--- config.mk ---
export PLATFORM = sky130hd
export DESIGN_NAME = pipeline_stall_ctrl
export DESIGN_NICKNAME = d
export VERILOG_FILES = /design/src/rtl/pipeline_stall_ctrl.sv
export SDC_FILE = /design/constraint.sdc
export NUM_CORES = 1
export LEC_CHECK = 0
export BUFFER_PORTS_ARGS = -buffer_cell sky130_fd_sc_hd__buf_2
export CAP_MARGIN = 10
export CORE_MARGIN = 4
export CORE_UTILIZATION = 53
export DETAILED_ROUTE_END_ITERATION = 12
export GPL_ROUTABILITY_DRIVEN = 0
export PLACE_DENSITY = 0.8
export SLEW_MARGIN = 40
export SYNTH_ARGS = -nofsm -noshare
export SYNTH_HDL_FRONTEND = slang
export SYNTH_SLANG_ARGS = --single-unit
--- constraint.sdc ---
create_clock -name clk -period 3.94 [get_ports clk]
set_input_delay 1.182 -clock clk [delete_from_list [all_inputs] [get_ports clk]]
set_output_delay 1.182 -clock clk [all_outputs]
set_load 0.02 [all_outputs]
--- src/rtl/pipeline_stall_ctrl.sv ---
// pipeline_stall_ctrl: hazard/stall sequencer for the 5-stage pipeline.
//  Detects RAW hazards between ID sources and EXE/MEM destinations, gates branch
//  flushes, freezes the pipeline while the data SRAM is busy and counts stalls/flushes.
//  Ports:
//   clk, rst (async, active-low)
//   forward_en                       forwarding present: only load-use hazards stall
//   ID_src1, ID_src2, ID_two_src     ID-stage source registers
//   Br_taken                         ID branch resolved taken
//   EXE_dest, EXE_WB_en, EXE_MEM_R_en EXE-stage destination info
//   MEM_dest, MEM_WB_en, MEM_access  MEM-stage destination info / memory access
//   mem_ready                        SRAM access complete
//   hazard_detected, freeze_PC, freeze_IF_ID, flush_IF_ID, freeze_all  pipeline control
//   mem_err                          sticky SRAM timeout
//   stall_cnt, flush_cnt             saturating performance counters
module pipeline_stall_ctrl #(
    parameter int REG_ADDR_W = 5,
    parameter int TIMEOUT    = 16,
    parameter int CNT_W      = 32
) (
    input  logic                  clk,
    input  logic                  rst,
    input  logic                  forward_en,
    input  logic [REG_ADDR_W-1:0] ID_src1,
    input  logic [REG_ADDR_W-1:0] ID_src2,
    input  logic                  ID_two_src,
    input  logic                  Br_taken,
    input  logic [REG_ADDR_W-1:0] EXE_dest,
    input  logic                  EXE_WB_en,
    input  logic                  EXE_MEM_R_en,
    input  logic [REG_ADDR_W-1:0] MEM_dest,
    input  logic                  MEM_WB_en,
    input  logic                  MEM_access,
    input  logic                  mem_ready,
    output logic                  hazard_detected,
    output logic                  freeze_PC,
    output logic                  freeze_IF_ID,
    output logic                  flush_IF_ID,
    output logic                  freeze_all,
    output logic                  mem_err,
    output logic [CNT_W-1:0]      stall_cnt,
    output logic [CNT_W-1:0]      flush_cnt
);
    localparam int WW = $clog2(TIMEOUT) + 1;

    typedef enum logic [1:0] {RUN, MEM_WAIT, ERR} state_t;

    state_t        state;
    logic [WW-1:0] wait_cnt;
    logic          run, raw_exe, raw_mem, raw;

    // Register 0 is hardwired, so a zero destination never creates a hazard
    assign raw_exe = EXE_WB_en & (((ID_src1 == EXE_dest) & (EXE_dest != '0)) |
                                  (ID_two_src & (ID_src2 == EXE_dest) & (EXE_dest != '0)));
    assign raw_mem = MEM_WB_en & (((ID_src1 == MEM_dest) & (MEM_dest != '0)) |
                                  (ID_two_src & (ID_src2 == MEM_dest) & (MEM_dest != '0)));
    assign raw     = forward_en ? (raw_exe & EXE_MEM_R_en) : (raw_exe | raw_mem);
    assign run     = (state == RUN);

    assign hazard_detected = raw & run;
    assign freeze_all      = !run | (MEM_access & !mem_ready);
    assign freeze_PC       = hazard_detected | freeze_all;
    assign freeze_IF_ID    = freeze_PC;
    // A branch resolved on stale operands must not redirect fetch
    assign flush_IF_ID     = Br_taken & !hazard_detected & run;

    always_ff @(posedge clk or negedge rst) begin
        if (!rst) begin
            state     <= RUN;
            wait_cnt  <= '0;
            mem_err   <= 1'b0;
            stall_cnt <= '0;
            flush_cnt <= '0;
        end else begin
            unique case (state)
                RUN: if (MEM_access & !mem_ready) begin
                    state    <= MEM_WAIT;
                    wait_cnt <= WW'(1);
                end
                MEM_WAIT: if (mem_ready) begin
                    state <= RUN;
                end else if (wait_cnt == WW'(TIMEOUT - 1)) begin
                    state   <= ERR;
                    mem_err <= 1'b1;
                end else begin
                    wait_cnt <= wait_cnt + WW'(1);
                end
                default: begin
                    state   <= ERR;
                    mem_err <= 1'b1;
                end
            endcase
            if (freeze_PC && stall_cnt != '1) stall_cnt <= stall_cnt + CNT_W'(1);
            if (flush_IF_ID && flush_cnt != '1) flush_cnt <= flush_cnt + CNT_W'(1);
        end
    end
endmodule

==> qor.txt <==
Status = finished, final reports clean
Number of vias per cell = 5.51
Hold-fix buffers at CTS = 0
Fin crit period = 3.83 ns
Final setup TNS = 0 ns
CP max FO = 3
Setup-failing EPs final = 0
P per Cell Area = 495 mW/mm^2
Setup CP Type = primary input to primary output
Met3 Usage GRT = 0.0475
ANT cells = 0
Final worst-path setup slack = 0.109 ns
Vias post-DR = 3229
Cts repair resizes = 0
Hpwl dp = 6430 microns
#FFs+latches synth = 72
Area occupied by multi-input gates = 0.00196 sq mm
Synth area leaders = dfrtp_1, xnor2_1, xor2_1
Area share of the leading cell type in the synthesized netlist = 0.464
Clk sinks = 72
Largest net degree at the start of global routing = 41
RSZ-0062 raised after global routing = no
Starting Density = 0.560
Part of the power in registers = 0.426
Area of the core = 0.00694 sq mm
Placed insts = 570
Max Cap Viol = 0
Htree depth = 3
DR iter-0 viols = 133
Most frequent cells in the layout = buf_2, dfrtp_1, xnor2_1, nand3_1, xor2_1
Ports = 100
Die Area = 0.00877 sq mm
Setup Skew = 0.0114 ns
Rows = 30
CTS Buf Count = 9
Sw Share = 0.352
Final Hold Vio Count = 0
Slew HR = 0.553
Filler Cells Inserted = 574
Wire length per cell = 14.8 microns
Yosys top cell by area = dfrtp_1
Clock Power Share = 0.304
Critical Path Source Type = primary input
Mapped Avg Cell Area = 10.1 sq um
Hold WC Path Type = register to register
Synthesized instance count = 385
Wire length of the first global-routing pass = 14800 microns
Seq. cell area = 0.00180 sq mm
Mapped Area = 0.00389 sq mm
Initial antenna violation count = 0
Seq/Total Area, Yosys = 0.464
Design Area, Final = 0.00471 sq mm
Part of the cycle the worst path needs = 0.972
Static leakage = 2.06 nW
Max frequency = 0.261 GHz
Net load switching power = 0.821 mW
Met2 GRT Util = 0.348
Logic pwr share = 0.270
CTS tree = built
Max VDD drop = 0.000294 V
Drt first pass iters = 4
Total power = 2.33 mW
Post-route insts no fill = 586
Top Usage Layer GRT = met2
Internal = 1.51 mW
Final antenna-violating net count = 0
Vias in the first global route = 3181
Post-CTS Setup Repair Bufs = 0
Placed Area = 0.00446 sq mm
Drt total wl = 8650 microns
Synth cell types = 45
Yosys warns = 0
Max Slew Vio Count = 0
Die span in y = 93.6 microns
Most common cell after layout, fill and taps aside = buf_2
Area Growth Syn to Fin = 21.2%
I/O Buffers = 99
Pre-CTS WS = 0.0917 ns
Gr ovfl total = 0
Layout cells sized above 1 = 0.271
Post-Route Utilization = 0.679
Worst-Margin Slew = 0.666 ns
NumNets Final = 519
Clk Tree Root Cell = clkbuf_8
Worst hold margin = 0.464 ns
Die width = 93.6 microns
Met1 global-route usage = 0.268
Clk buf depth = 2
Crit. End Element = primary output
Critical path required time = 2.76 ns
Post-Syn Nets = 419
R2r setup slk = 1.20 ns
Clk_lat worst skew = 0.35 ns
CTS clock-pin slew for the worst setup and hold paths = 0.07 ns
CP Data Arrival Time = 2.65 ns
Total Routing Usage GR = 0.210
Drt drc = 0
-- layout make-up --
type / instances / area share
clock buffers: 9 / 0.0263
clock inverters: 7 / 0.0255
inverters: 9 / 0.00717
multi-input cells: 289 / 0.417
flip-flops and latches: 72 / 0.382
well taps: 96 / 0.0255
repair buffers: 104 / 0.116
-- state kept, by name, summed over array words and instances, names as in the netlist --
signal,count
flush_cnt,32
mem_err,1
stall_cnt,32
state,2
wait_cnt,5
-- Yosys cell counts, drive strengths merged --
cell and n:
clkbuf 3, and2b 2, a21oi 1, a21o 1
nor3 27, inv 9, nor3b 3, nand4b 1
or3 4, or2 2, o311a 1, mux2i 1
buf 12, and4bb 1, nor4b 3, nor2b 1
a22o 1, xor2 32, o22ai 3, nand2 27
o21ai 1, dfrtp 72, a22oi 1, nor4 9
ha 4, a221oi 2, nor2 20, xnor2 51
mux2 3, a211o 1, nand2b 1, nand4 24
and2 4, nand3 35, or4 3, and4 2
and3 17
-- power by group through the flow --
stage | Combinational (mW) | Sequential, mW | Clock [mW]
after global routing | 0.690 | 1.01 | 0.755
after global placement | 0.617 | 1.00 | 0
after floorplan | 0.288 | 1.12 | 0
after detailed placement | 0.634 | 1.01 | 0
final | 0.630 | 0.992 | 0.708
after CTS | 0.636 | 0.993 | 0.721
-- worst max-delay path: stages --
cell      delay (ns)
buf_2           0.12
or3_1           0.36
o311a_1         0.39
a221oi_4        0.34
inv_1           0.09
buf_2           0.17
-- metal layers --
layer / share of wire / wire [microns]
met5: 0 / 0
met2: 0.50 / 4300
met3: 0.057 / 495
met1: 0.42 / 3660
met4: 0.022 / 189
-- worst paths after layout --
path,start,end,cells past startpoint
worst min register to register,mem_err$_DFFE_PN0P_,mem_err$_DFFE_PN0P_,1
worst min-delay path,mem_err$_DFFE_PN0P_,mem_err$_DFFE_PN0P_,1
min in group asynchronous,rst,stall_cnt[4]$_DFFE_PN0P_,1
worst max register to register,stall_cnt[0]$_DFFE_PN0P_,stall_cnt[14]$_DFFE_PN0P_,8
worst max-delay path,MEM_dest[0],freeze_IF_ID,6
max in group asynchronous,rst,flush_cnt[11]$_DFFE_PN0P_,2
-- cells by family (layout without fill, tap and decap cells) --
group | count (synthesis) | in the layout | share of synthesized area
and+or+nand+nor | 186 | 186 | 0.262
xor gates and xnor gates | 83 | 83 | 0.187
DFF | 72 | 72 | 0.464
buffers and inverters | 24 | 129 | 0.0341
AOI/OAI and AO/OA | 12 | 12 | 0.0290
adders and majority gates | 4 | 4 | 0.0129
muxes | 4 | 4 | 0.0113
No activity file was read; power rests on OpenSTA's default activity.
